$ cat config.mk
export PLATFORM = sky130hd
export DESIGN_NAME = acorn_init_engine
export DESIGN_NICKNAME = d
export VERILOG_FILES = /design/src/rtl/acorn_pkg.sv /design/src/rtl/acorn_step.sv /design/src/rtl/acorn_init_engine.sv
export SDC_FILE = /design/constraint.sdc
export NUM_CORES = 1
export LEC_CHECK = 0
export BUFFER_PORTS_ARGS = -buffer_cell sky130_fd_sc_hd__buf_2
export CORE_AREA = 2 2 224 226
export DETAILED_ROUTE_END_ITERATION = 12
export DIE_AREA = 0 0 226 228
export GPL_TIMING_DRIVEN = 0
export PLACE_DENSITY = 0.8
export SLEW_MARGIN = 20
export SYNTH_ARGS = -nofsm -noshare
export SYNTH_HDL_FRONTEND = slang
export SYNTH_SLANG_ARGS = --single-unit
$ cat constraint.sdc
create_clock -name clk -period 25.8 [get_ports clk]
set_input_delay 5.16 -clock clk [delete_from_list [all_inputs] [get_ports clk]]
set_output_delay 5.16 -clock clk [all_outputs]
set_load 0.005 [all_outputs]
$ cat src/rtl/acorn_pkg.sv
// ---------------------------------------------------------------------------
// acorn_pkg
// Shared constants, types and helper functions for the ACORN-128
// initialization engine.
//   ACORN_STATE_W    : width of the ACORN-128 state register (293 bits)
//   ACORN_INIT_STEPS : number of state-update steps in the standard init
//   ACORN_KEY_W      : key / IV width for ACORN-128
//   fsm_state_t      : engine control states (IDLE, RUN, DONE)
//   LFSR_* / KS_* / FB_* : bit positions used by StateUpdate128
// ---------------------------------------------------------------------------
package acorn_pkg;

    localparam int ACORN_STATE_W    = 293;
    localparam int ACORN_INIT_STEPS = 1792;
    localparam int ACORN_KEY_W      = 128;

    typedef enum logic [1:0] {
        IDLE = 2'd0,
        RUN  = 2'd1,
        DONE = 2'd2
    } fsm_state_t;

    // The state is six concatenated LFSRs plus a 4-bit tail. Each segment
    // head is refreshed from two taps before the filter is evaluated. The
    // update order matters: later segments see earlier segments' new values
    // only where the reference algorithm does, so the arrays are walked
    // from index 0 upward.
    localparam int LFSR_SEGMENTS = 6;
    localparam int LFSR_DST   [LFSR_SEGMENTS] = '{289, 230, 193, 154, 107, 61};
    localparam int LFSR_TAP_A [LFSR_SEGMENTS] = '{235, 196, 160, 111,  66, 23};
    localparam int LFSR_TAP_B [LFSR_SEGMENTS] = '{230, 193, 154, 107,  61,  0};

    // Keystream filter taps.
    localparam int KS_LIN_A = 12;
    localparam int KS_LIN_B = 154;
    localparam int KS_MAJ_A = 235;
    localparam int KS_MAJ_B = 61;
    localparam int KS_MAJ_C = 193;
    localparam int KS_CH_X  = 230;
    localparam int KS_CH_Y  = 111;
    localparam int KS_CH_Z  = 66;

    // Nonlinear feedback taps.
    localparam int FB_LIN   = 0;
    localparam int FB_INV   = 107;
    localparam int FB_MAJ_A = 244;
    localparam int FB_MAJ_B = 23;
    localparam int FB_MAJ_C = 160;
    localparam int FB_CA    = 196;

    function automatic logic maj3(input logic x, input logic y, input logic z);
        return (x & y) ^ (x & z) ^ (y & z);
    endfunction

    function automatic logic ch3(input logic x, input logic y, input logic z);
        return (x & y) ^ (~x & z);
    endfunction

endpackage

$ cat src/rtl/acorn_step.sv
// ---------------------------------------------------------------------------
// acorn_step
// One combinational ACORN-128 StateUpdate128 step.
// Ports:
//   state_in   : current 293-bit state
//   mbit       : message bit injected into the feedback this step
//   ca, cb     : ACORN control bits
//   state_next : state after the step
//   ks         : keystream bit produced by this step
// ---------------------------------------------------------------------------
module acorn_step
    import acorn_pkg::*;
(
    input  logic [ACORN_STATE_W-1:0] state_in,
    input  logic                     mbit,
    input  logic                     ca,
    input  logic                     cb,
    output logic [ACORN_STATE_W-1:0] state_next,
    output logic                     ks
);

    logic [ACORN_STATE_W-1:0] lin;
    logic                     fb;

    // Refresh the LFSR segment heads in place, then derive the keystream
    // and feedback from the refreshed state, then shift by one with the
    // new bit entering at the top.
    always_comb begin
        lin = state_in;
        for (int i = 0; i < LFSR_SEGMENTS; i++) begin
            lin[LFSR_DST[i]] = lin[LFSR_DST[i]] ^ lin[LFSR_TAP_A[i]] ^ lin[LFSR_TAP_B[i]];
        end

        ks = lin[KS_LIN_A] ^ lin[KS_LIN_B]
           ^ maj3(lin[KS_MAJ_A], lin[KS_MAJ_B], lin[KS_MAJ_C])
           ^ ch3(lin[KS_CH_X], lin[KS_CH_Y], lin[KS_CH_Z]);

        fb = lin[FB_LIN] ^ ~lin[FB_INV]
           ^ maj3(lin[FB_MAJ_A], lin[FB_MAJ_B], lin[FB_MAJ_C])
           ^ (ca & lin[FB_CA])
           ^ (cb & ks);

        state_next = {fb ^ mbit, lin[ACORN_STATE_W-1:1]};
    end

endmodule

$ cat src/rtl/acorn_init_engine.sv
// ---------------------------------------------------------------------------
// acorn_init_engine
// ACORN-128 initialization engine. Captures key/IV on start, zeroes the
// state and runs INIT_STEPS update steps, STEPS_PER_CYCLE per clock, with
// ca=cb=1 and the standard init message schedule.
// Ports:
//   clk, rst    : clock, asynchronous active-high reset
//   start       : begin initialization (honoured only while ready=1)
//   key_in      : key, bit 0 consumed first
//   iv_in       : IV, bit 0 consumed first
//   ready       : engine idle or finished, start will be accepted
//   busy        : engine running
//   done        : one-cycle pulse on completion
//   state_valid : high while the finished state is presented
//   state_out   : state register
//   step_count  : steps completed since the last accepted start
//   mbit_dbg    : message bits applied this cycle (bit j = step base+j)
// ---------------------------------------------------------------------------
module acorn_init_engine
    import acorn_pkg::*;
#(
    parameter int STEPS_PER_CYCLE = 1,
    parameter int INIT_STEPS      = ACORN_INIT_STEPS,
    parameter int KEY_W           = ACORN_KEY_W
) (
    input  logic                       clk,
    input  logic                       rst,
    input  logic                       start,
    input  logic [KEY_W-1:0]           key_in,
    input  logic [KEY_W-1:0]           iv_in,
    output logic                       ready,
    output logic                       busy,
    output logic                       done,
    output logic                       state_valid,
    output logic [ACORN_STATE_W-1:0]   state_out,
    output logic [11:0]                step_count,
    output logic [STEPS_PER_CYCLE-1:0] mbit_dbg
);

    // Reject configurations the datapath cannot support.
    if (STEPS_PER_CYCLE != 1 && STEPS_PER_CYCLE != 2 &&
        STEPS_PER_CYCLE != 4 && STEPS_PER_CYCLE != 8) begin : g_bad_steps
        $error("acorn_init_engine: STEPS_PER_CYCLE must be 1, 2, 4 or 8");
    end
    if ((INIT_STEPS % STEPS_PER_CYCLE) != 0 || INIT_STEPS < 257 ||
        INIT_STEPS > 4095) begin : g_bad_init
        $error("acorn_init_engine: INIT_STEPS must be a multiple of STEPS_PER_CYCLE in 257..4095");
    end
    if (KEY_W != ACORN_KEY_W) begin : g_bad_key
        $error("acorn_init_engine: KEY_W must be 128");
    end

    localparam logic [11:0] STEP_INC  = 12'(STEPS_PER_CYCLE);
    localparam logic [11:0] LAST_BASE = 12'(INIT_STEPS - STEPS_PER_CYCLE);

    fsm_state_t                                    fsm;
    logic [KEY_W-1:0]                              key_reg;
    logic [KEY_W-1:0]                              iv_reg;
    logic [ACORN_STATE_W-1:0]                      state_reg;
    logic [STEPS_PER_CYCLE-1:0]                    mbits;
    logic [STEPS_PER_CYCLE:0][ACORN_STATE_W-1:0]   chain;
    logic [STEPS_PER_CYCLE-1:0]                    unused_ks;

    // Message schedule: key, then IV, then the key with bit 0 flipped once
    // as the domain-separation bit, then the key repeated. lo is the mod-128
    // index, kept in 7 bits so it wraps without an explicit modulo.
    function automatic logic msg_bit(input logic [KEY_W-1:0] k,
                                     input logic [KEY_W-1:0] v,
                                     input logic [11:0]      idx,
                                     input logic [6:0]       lo);
        logic b;
        if (idx < 12'd128) begin
            b = k[lo];
        end else if (idx < 12'd256) begin
            b = v[lo];
        end else if (idx == 12'd256) begin
            b = ~k[0];
        end else begin
            b = k[lo];
        end
        return b;
    endfunction

    // Message bits for the steps handled this cycle.
    always_comb begin
        mbits = '0;
        for (int j = 0; j < STEPS_PER_CYCLE; j++) begin
            mbits[j] = msg_bit(key_reg, iv_reg,
                               step_count + 12'(j),
                               step_count[6:0] + 7'(j));
        end
    end

    // Unrolled update chain; purely combinational between state registers.
    assign chain[0] = state_reg;

    for (genvar j = 0; j < STEPS_PER_CYCLE; j++) begin : g_step
        acorn_step u_step (
            .state_in   (chain[j]),
            .mbit       (mbits[j]),
            .ca         (1'b1),
            .cb         (1'b1),
            .state_next (chain[j+1]),
            .ks         (unused_ks[j])
        );
    end

    // Control FSM with registered status outputs. A start in IDLE or DONE
    // captures key/IV and restarts from a zero state; starts during RUN are
    // ignored. done is a single-cycle pulse on entry to DONE.
    always_ff @(posedge clk or posedge rst) begin
        if (rst) begin
            fsm         <= IDLE;
            key_reg     <= '0;
            iv_reg      <= '0;
            state_reg   <= '0;
            step_count  <= '0;
            ready       <= 1'b1;
            busy        <= 1'b0;
            done        <= 1'b0;
            state_valid <= 1'b0;
        end else begin
            done <= 1'b0;
            case (fsm)
                IDLE, DONE: begin
                    if (start) begin
                        fsm         <= RUN;
                        key_reg     <= key_in;
                        iv_reg      <= iv_in;
                        state_reg   <= '0;
                        step_count  <= '0;
                        ready       <= 1'b0;
                        busy        <= 1'b1;
                        state_valid <= 1'b0;
                    end
                end
                RUN: begin
                    state_reg  <= chain[STEPS_PER_CYCLE];
                    step_count <= step_count + STEP_INC;
                    if (step_count == LAST_BASE) begin
                        fsm         <= DONE;
                        ready       <= 1'b1;
                        busy        <= 1'b0;
                        done        <= 1'b1;
                        state_valid <= 1'b1;
                    end
                end
                default: begin
                    fsm   <= IDLE;
                    ready <= 1'b1;
                    busy  <= 1'b0;
                end
            endcase
        end
    end

    assign state_out = state_reg;
    assign mbit_dbg  = (fsm == RUN) ? mbits : '0;

endmodule

* Word-level counts from Yosys, hierarchy flattened *
Cells that the tools add are included.

storage, ports and cells
  output and inout port bits = 310
  memories kept = 0
  memory bits (writable) = 0
  latch bits = 0
  input port bits = 259
  word-level logic and storage cells = 86
  bits in read-only memories = 0
  bits in registers = 567

cells by class
  equality and inequality tests = 6
  add/subtract/negate cells = 1
  bitwise gates (word level) = 36
  multipliers = 0
  multiplexer cells = 24
  order comparisons = 3
  shift operators = 0
  reduce and logical (&&, ||, !) cells = 7
  div/mod/pow operators = 0

operators with widths
  kind                                                                   count
  293-bit case mux with 2 select lines                                   1
  293-bit two-way mux                                                    1
  1-bit bitwise XOR                                                      25
  12-bit case mux with 2 select lines                                    1
  1-bit binary-select mux with 7-bit select                              2
  12-bit by 1-bit adder with 12-bit output, second input constant        1
  12-bit by 11-bit == test with 1-bit output, second input constant      1
  12-bit by 9-bit == test with 1-bit output, second input constant       1
  12-bit by 8-bit < comparator with 1-bit output, second input constant  1
  12-bit by 9-bit < comparator with 1-bit output, second input constant  1
  1-bit two-way mux                                                      12
  12-bit two-way mux                                                     1
  1-bit bitwise AND                                                      8
  7-bit by 8-bit < comparator with 1-bit output, second input constant   1
  1-bit case mux with 2 select lines                                     3
  2-bit AND reduction                                                    3
  2-bit two-way mux                                                      2
  2-bit inequality test, second input constant                           2
  2-bit case mux with 2 select lines                                     1
  1-bit inverter                                                         3
  3-bit AND reduction                                                    1
  2-bit by 1-bit == test with 1-bit output, second input constant        1
  2-bit == test, second input constant                                   1
  2-bit logical NOT                                                      1
  2 further kinds                                                        2

* Logic depth before layout (Yosys ltp) *
Gate-level depths: netlist (run 1).

  word-level depth = 10
  mapped depth = 12
  mapped depth without buffers = 8

* Hierarchy *
A second synthesis (run 1) with hierarchy kept.

unflattened totals
  cells, all modules = 2661
  area total of the unflattened synthesis = 27351.2 sq um

modules (own cells, without submodules)
  module             cells each  area an instance (sq um)  sequential area each (sq um)  instances
  acorn_init_engine  2350        24935.2                   14189.9                       1
  acorn_step         311         2416.1                    0.0                           1

* Least setup slack after synthesis (run 1) *
No wires, ideal clock.

  path kind = flip-flop to output port
  start point = register step_count[0]
  end point = output mbit_dbg
  setup slack = 18349 ps
  cell stages (with the launch flop) = 12
  data arrival time = 2291 ps
  buffers on the path = 4
  data required time = 20640 ps
  path through = dfrtp_1 > buf_4 > buf_4 > buf_2 > buf_2 > mux2i_1 > nand2_1 > nand4_1 > a21oi_1 > nor4_1 > nor4_1 > o31a_1

between the ends
  cells in the longest elaborated chain, start to end = 6
  elaborated cells on any way between the ends = 11
  classes of those cells = order compare (2); eq/ne (1); mux (8)

RTL lines
  what                                       RTL line                                          RTL
  from (decl)                                acorn_init_engine.sv:36                           output logic [11:0] step_count,
  from (signal assigned)                     acorn_init_engine.sv:139                          step_count <= step_count + STEP_INC;
  1-bit binary-select mux with 7-bit select  acorn_init_engine.sv:73, acorn_init_engine.sv:79
  1-bit two-way mux (not written as such)    acorn_init_engine.sv:73, acorn_init_engine.sv:79
  1-bit two-way mux                          acorn_init_engine.sv:76                           end else if (idx == 12'd256) begin
  1-bit two-way mux                          acorn_init_engine.sv:74                           end else if (idx < 12'd256) begin
  1-bit two-way mux *                        acorn_init_engine.sv:72                           if (idx < 12'd128) begin
  1-bit two-way mux *                        acorn_init_engine.sv:158                          assign mbit_dbg = (fsm == RUN) ? mbits : '0;
  to (decl)                                  acorn_init_engine.sv:37                           output logic [STEPS_PER_CYCLE-1:0] mbit_dbg

Mark *: on every way between the ends. The rest lies on a longest branch, timed or not. The select of a mux whose other input is x is not followed.

* Worst setup path in the final report (run 1) *
  start point = register step_count[2]
  end point = output mbit_dbg

Same word-level chain as after synthesis.

==> flow_summary.rst, run 1 <==
.. list-table::
   :header-rows: 1

   * - Metric
     - Value
   * - Result of the run
     - finished, final reports clean
   * - Static Leak
     - 0.01532 uW
   * - Post-CTS setup-driven buffer insertion count
     - 0
   * - Final hold viol count
     - 0
   * - Clock buffer count from CTS
     - 56
   * - Clock-pin slew reported for the worst setup and hold paths after clock tree synthesis
     - 0.06 ns
   * - Die Span Y
     - 228 um
   * - Number of global-route vias before repair
     - 18,590
   * - Share of synthesized area occupied by flip-flops and latches
     - 62.04%
   * - Number of port buffers
     - 568
   * - Average instance area after synthesis
     - 11.21 sq um
   * - Maximum number of pins on one net before global-route repair
     - 120
   * - Number of core rows
     - 82
   * - Kind of critical path
     - reg2out
   * - DRC Markers
     - 0
   * - Worst path required time
     - 20.64 ns
   * - Largest fanout on the critical path
     - 10
   * - Fraction of layout instances using a drive strength above 1
     - 26.94%
   * - Clock latency of the later-clocked register in the worst-skew pair
     - 0.59 ns
   * - Buf/Inv on CP
     - 4
   * - Power density over the cells
     - 96.88 nW/um^2
   * - Syn-to-layout area delta
     - 24.81%
   * - Synth cell count leaders
     - nand2_1, dfrtp_1, a22o_1
   * - Wire length after detailed routing
     - 71,550 um
   * - Vias after detailed routing
     - 18,530
   * - Die span in x
     - 226 um
   * - First-pass DRT Iterations
     - 7
   * - Peak VDD IR
     - 0.05334 mV
   * - Initial core utilization
     - 46.34%
   * - HPWL after detailed placement
     - 53,130 um
   * - Unrepaired setup endpoints after global routing
     - no
   * - Chain of cells forming the critical path
     - buf_2 -> buf_1 -> clkbuf_1 -> mux4_2 -> o21ai_0 -> o32ai_1 -> o31a_1 -> buf_2
   * - Wire length of the first global-routing pass
     - 108,600 um
   * - Most common cell type on the critical path
     - buf_2
   * - Fraction of post-synthesis cell area in the top cell type by area
     - 61.93%
   * - Startpoint kind of the worst setup timing path
     - flop
   * - Worst hold-check slack
     - 0.4726 ns
   * - Family with the most delay on the worst path
     - buffers and inverters
   * - Cell type of the slowest stage on the worst timing path
     - clkbuf_1
   * - Number of vias per cell
     - 5.475
   * - Number of endpoints failing setup at the final stage
     - 0
   * - Initial antenna violation count
     - 3
   * - Synth Cell Area
     - 22,870 sq um
   * - Final count of pins violating max slew
     - 0
   * - Flip-flop count of the largest register after layout
     - 293
   * - Io pins
     - 569
   * - Endpoint kind of the worst setup timing path
     - output port
   * - Worst Tran Pin Value
     - 0.9902 ns
   * - Total of hold buffers inserted after clock tree synthesis
     - 0
   * - Post-synth ARST share
     - 100.0%
   * - Netlist cell types
     - 50
   * - Minimum clock period
     - 9.378 ns
   * - Post-cts resize count
     - 0
   * - Most frequently used cell type in the post-synthesis netlist
     - nand2_1
   * - Overall track demand over capacity in global routing
     - 27.48%
   * - Final worst path period share
     - 36.35%
   * - Post-Synthesis Cells
     - 2,041
   * - #FFs+latches synth
     - 567
   * - Clock tree from TritonCTS
     - done
   * - Number of warning messages in the yosys log
     - 0
   * - Number of design-rule violations left by the first detailed-router iteration
     - 1,320
   * - Global placer's final weighted congestion
     - 0.8998
   * - Worst rel slew slack
     - 33.99%
   * - Die Outline Area
     - 51,530 sq um
   * - Net count after synthesis
     - 2,301
   * - Critical Path Max Stage Delay
     - 0.80 ns
   * - Number of enable-type register cells in the synthesized netlist
     - 0
   * - Core area
     - 49,350 sq um
   * - Arrival time at the worst endpoint
     - 4.22 ns
   * - Maximum level of the CTS H-tree
     - 2
   * - Summed negative setup slack over all endpoints
     - 0 ns
   * - Residual antenna-violating net count after detailed routing
     - 0
   * - Number of maximum-capacitance constraint violations
     - 0
   * - Total congestion overflow after global routing
     - 0
   * - Buffers from clock root to sink, at most
     - 3
   * - Sink count of the clock tree
     - 567
   * - Worst Skew
     - 0.01165 ns
   * - Routed length per placed instance
     - 21.14 um
   * - Cell type with the largest total area after synthesis
     - dfrtp_1
   * - F_max
     - 106.6 MHz
   * - Largest cells by area after synthesis
     - dfrtp_1, nand2_1, a22o_1
   * - Total Nets Final
     - 2,932
   * - Top FF cell, synth
     - dfrtp_1
   * - CTS root buffer
     - clkbuf_16
   * - Hold/Removal Path Class
     - reg2reg
[worst reg2reg max path: stages (launching register included)]
cell and delay [ns]:
dfrtp_1 0.49, buf_1 0.78, clkbuf_1 0.68, mux4_2 0.42, mux2i_1 0.20, o211ai_1 0.14, a21oi_1 0.19, o32ai_1 0.18
or4_1 0.50, a32o_1 0.26
[final timing paths]
check	startpoint	endpoint	slack [ns]	cells past startpoint
max in group asynchronous	rst	iv_reg[73]	19.92	4
min in group asynchronous	rst	key_reg[58]	4.52	2
worst max-delay path	step_count[2]	mbit_dbg	16.42	8
worst min register to register	iv_reg[86]	iv_reg[86]	0.47	2
worst min-delay path	iv_reg[86]	iv_reg[86]	0.47	2
worst max register to register	step_count[1]	state_out[292]	21.86	9
[per-stage QoR]
step                worst slack [ns]  instances  utilization, %  power [uW]  cell area (sq um)
detailed placement             17.04       3286           54.10        1956              26700
CTS                            16.39       3382           57.83        2781              28540
global route                   16.30       3384           57.84        2901              28540
global placement              0.1097       3281           53.81        1928              26550
finish                         16.42       3384           57.84        2765              28540
floorplan                      4.782       2041               -        1656              22870
[layout make-up]
| cell class | instances | area [sq um] |
|---|---|---|
| well taps | 672 | 840.8 |
| multi-input cells | 1321 | 8068 |
| diodes | 2 | 5.005 |
| fillers | 3930 | 20810 |
| clock buffers | 84 | 1678 |
| plain buffers | 149 | 598.1 |
| flip-flops and latches | 567 | 14190 |
| repair buffers | 573 | 2980 |
| inverters | 4 | 22.52 |
| clock inverters | 12 | 162.7 |
[cell families (layout without fill, tap and decap cells)]
logic type	Yosys count	in the layout	synth area share (%)
xor+xnor	19	19	0.7276
buf+inv	153	822	2.681
flops	567	567	62.04
compound gates	353	353	12.90
other cells	0	2	0
mux	94	94	7.090
fa+ha+maj	3	3	0.1422
simple gates	852	852	14.42
[cells in the final DEF (no fill, tap or decap), types with 3 or more instances in the layout]
| cell | n |
|---|---|
| nand3_1 | 13 |
| dfrtp_1 | 566 |
| nor2b_1 | 5 |
| nand2b_1 | 5 |
| buf_16 | 5 |
| mux2_2 | 4 |
| buf_2 | 572 |
| xor2_1 | 5 |
| xnor2_1 | 14 |
| a21oi_1 | 10 |
| mux4_2 | 54 |
| a31oi_1 | 3 |
| mux2i_1 | 36 |
| o31ai_1 | 3 |
| a22oi_1 | 5 |
| nor4_1 | 3 |
| clkbuf_16 | 57 |
| inv_1 | 3 |
| nor2_1 | 10 |
| clkbuf_1 | 138 |
| nand4_1 | 3 |
| and2_1 | 3 |
| o21ai_0 | 19 |
| clkinv_2 | 7 |
| nand2_1 | 799 |
| buf_1 | 12 |
| clkbuf_8 | 15 |
| bufinv_16 | 4 |
| buf_4 | 5 |
| a22o_1 | 289 |
| a211oi_1 | 8 |
[per-layer routing]
layer	global-route usage [%]	wire [um]	vias to the layer above
li1	-	-	8301
met3	5.049	5380	145
met1	35.37	28380	9329
met5	0	0	-
met4	11.20	2725	0
met2	45.93	35060	753
[power breakdown]
group          internal, uW  leakage, uW  switching [uW]
clock                   484     0.000909             339
sequential             1080      0.00746             127
combinational           333      0.00695             406
total                  1890       0.0153             873
No activity file was read; power rests on OpenSTA's default activity.
==> run 2: changes to the inputs <==
- CORE_AREA: 2 2 224 226 -> default
- CORE_MARGIN: default -> 2
- CORE_UTILIZATION: default -> 48
- DIE_AREA: 0 0 226 228 -> default
- PLACE_DENSITY: 0.8 -> 0.85
- clock period: 25.8 -> 8.26 ns (I/O delays scaled with it)
==> run 2 against run 1 <==
Design area is 1.6% higher. Worst setup slack worse by 14 ns. Largest cell class unchanged. Via count is 3.4% higher. Flip-flop and latch count stayed put. Critical path type unchanged. Die area is 4.1% lower. Critical endpoint unchanged. Register-to-register slack worse by 18 ns. Sequential share of layout area is 0.76 points lower. Power grew to 3.3 times the previous value. Sequential power grew to 3.1 times the previous value.
==> flow_summary.rst, run 2 (synthesis results as in run 1) <==
.. list-table::
   :header-rows: 1

   * - Metric
     - Value
   * - Result of the run
     - finished, final reports clean
   * - F_max
     - 171.4 MHz
   * - Post-CTS setup-driven buffer insertion count
     - 0
   * - Startpoint kind of the worst setup timing path
     - flop
   * - R2r setup slk
     - 4.25 ns
   * - Wire length after detailed routing
     - 74,650 um
   * - R2R depth
     - 9
   * - Hold/Removal Path Class
     - reg2reg
   * - First-pass DRT Iterations
     - 5
   * - Design internal power
     - 6148 uW
   * - Residual antenna-violating net count after detailed routing
     - 0
   * - Clock tree from TritonCTS
     - done
   * - Number of port buffers
     - 568
   * - Worst setup path start
     - step_count[2]
   * - Final non-filler cell area
     - 28,990 sq um
   * - Worst Skew
     - 0.01891 ns
   * - Worst rel slew slack
     - 33.56%
   * - Power density over the cells
     - 310.3 nW/um^2
   * - Largest fanout on the critical path
     - 10
   * - Maximum level of the CTS H-tree
     - 2
   * - Minimum clock period
     - 5.833 ns
   * - Arrival time at the worst endpoint
     - 4.18 ns
   * - Clock-pin slew reported for the worst setup and hold paths after clock tree synthesis
     - 0.06 ns
   * - CTS root buffer
     - clkbuf_16
   * - Clock buffer count from CTS
     - 57
   * - Die Outline Area
     - 49,410 sq um
   * - Total of hold buffers inserted after clock tree synthesis
     - 0
   * - Worst hold-check slack
     - 0.4725 ns
   * - Hold path start
     - key_reg[126]
   * - Number of endpoints failing setup at the final stage
     - 0
   * - Kind of critical path
     - reg2out
   * - Most common cell after layout, fill and taps aside
     - nand2_1
   * - Clock latency of the later-clocked register in the worst-skew pair
     - 0.62 ns
   * - Hold Crit Depth
     - 2
   * - Part of the total power dissipated in combinational logic
     - 26.2%
   * - Sink count of the clock tree
     - 567
   * - Wire length of the first global-routing pass
     - 114,000 um
   * - Sequential group share of total power
     - 41.9%
   * - HPWL after detailed placement
     - 55,150 um
   * - Peak VDD IR
     - 0.1619 mV
   * - Die Span Y
     - 222.3 um
   * - Endpoint of the worst-slack reg-to-reg timing path
     - state_out[292]
   * - Fraction of layout instances using a drive strength above 1
     - 27.76%
   * - Buffers from clock root to sink, at most
     - 3
   * - Syn-to-layout area delta
     - 26.75%
   * - Initial core utilization
     - 48.92%
   * - DRC Markers
     - 0
   * - Net switching power
     - 2846 uW
   * - Worst Hold Endpoint
     - key_reg[126]
   * - Filler cells
     - 3,535
   * - Flip-flop count of the largest register after layout
     - 293
   * - Post-Place Cells
     - 3,235
   * - Worst Tran Pin Value
     - 0.9966 ns
   * - Number of core rows
     - 79
   * - Overall track demand over capacity in global routing
     - 29.96%
   * - Post-cts resize count
     - 0
   * - Number of vias per cell
     - 5.728
   * - RR Startpoint
     - step_count[2]
   * - Final core occ
     - 62.00%
   * - Maximum number of pins on one net before global-route repair
     - 37
   * - Non-filler cells in the finished layout
     - 3,344
   * - Io pins
     - 569
   * - Area of combinational cells with multiple inputs
     - 8068 sq um
   * - Die span in x
     - 222.3 um
   * - Number of global-route vias before repair
     - 19,400
   * - Initial antenna violation count
     - 4
   * - Routed length per placed instance
     - 22.32 um
   * - Global placer's final weighted congestion
     - 0.9227
   * - Sw frac
     - 31.64%
   * - Final worst path period share
     - 70.62%
   * - Core area
     - 46,750 sq um
   * - Static Leak
     - 0.01555 uW
   * - Unrepaired setup endpoints after global routing
     - no
   * - Number of maximum-capacitance constraint violations
     - 0
   * - Final hold viol count
     - 0
   * - Endpoint kind of the worst setup timing path
     - output port
   * - Sequential cell area
     - 14,190 sq um
   * - Vias after detailed routing
     - 19,150
   * - Number of design-rule violations left by the first detailed-router iteration
     - 1,641
   * - Proportion of power drawn by the clock network
     - 31.9%
   * - Total congestion overflow after global routing
     - 0
   * - Worst path required time
     - 6.61 ns
   * - Summed negative setup slack over all endpoints
     - 0 ns
   * - Cell area after placement
     - 26,880 sq um
   * - Total Nets Final
     - 2,947
   * - Final count of pins violating max slew
     - 0
   * - Most frequent cells in the layout
     - nand2_1, buf_2, dfrtp_1
## run 2: cell types whose count changed in the layout (fill, tap and decap cells not counted), moves of 2 or more
cell	change
buf_12	+16
clkbuf_8	-2
clkbuf_16	+2
buf_16	-2
clkinvlp_4	+5
bufinv_16	+6
clkbuf_1	-5
clkinv_4	+3
inv_6	+3
## run 2: power by group through the flow
stage	combinational (uW)	sequential [uW]	clock, uW
after global placement	2260	3760	0
after global routing	2560	3830	3000
after CTS	2370	3760	2890
after floorplan	1480	3690	0
final	2360	3770	2870
after detailed placement	2350	3800	0
## run 2: through the flow
step                      setup slack (ns)  total power, uW
after global routing                 2.266             9387
after CTS                            2.332             9020
after detailed placement             2.999             6147
after global placement              -3.628             6028
final                                2.427             8995
after floorplan                     -1.113             5173
## run 2: final cells by class
cell class              count  share of cell area, %
diodes                      3                0.02590
clock inverters            27                  1.450
flip-flops and latches    567                  48.95
repair buffers            587                  11.20
inverters                   4                0.06474
well taps                 607                  2.620
multi-input cells        1321                  27.83
clock buffers              79                  5.801
plain buffers             149                  2.063
## run 2: worst max-delay path by stage
stage | to | slack, ns
CTS | mbit_dbg | 2.33
global route | mbit_dbg | 2.27
global placement | iv_reg[38] | -3.63
floorplan | busy | -1.11
finish | mbit_dbg | 2.43
detailed placement | mbit_dbg | 3.00
## run 2: worst max-delay path: stages (launching register included)
cell and delay [ns]:
dfrtp_1 0.35, buf_2 0.32, buf_1 0.67, clkbuf_1 0.81, mux4_2 0.42, o21ai_0 0.14
o32ai_1 0.52, o31a_1 0.18, buf_2 0.14
## run 2: routing by layer
layer	track usage, %	part of all wire (%)	vias to the layer above
met5	0	0	-
met4	13.64	4.6	0
met3	6.136	8.2	190
met2	50.88	49	984
met1	37.04	38	9620
li1	-	-	8359
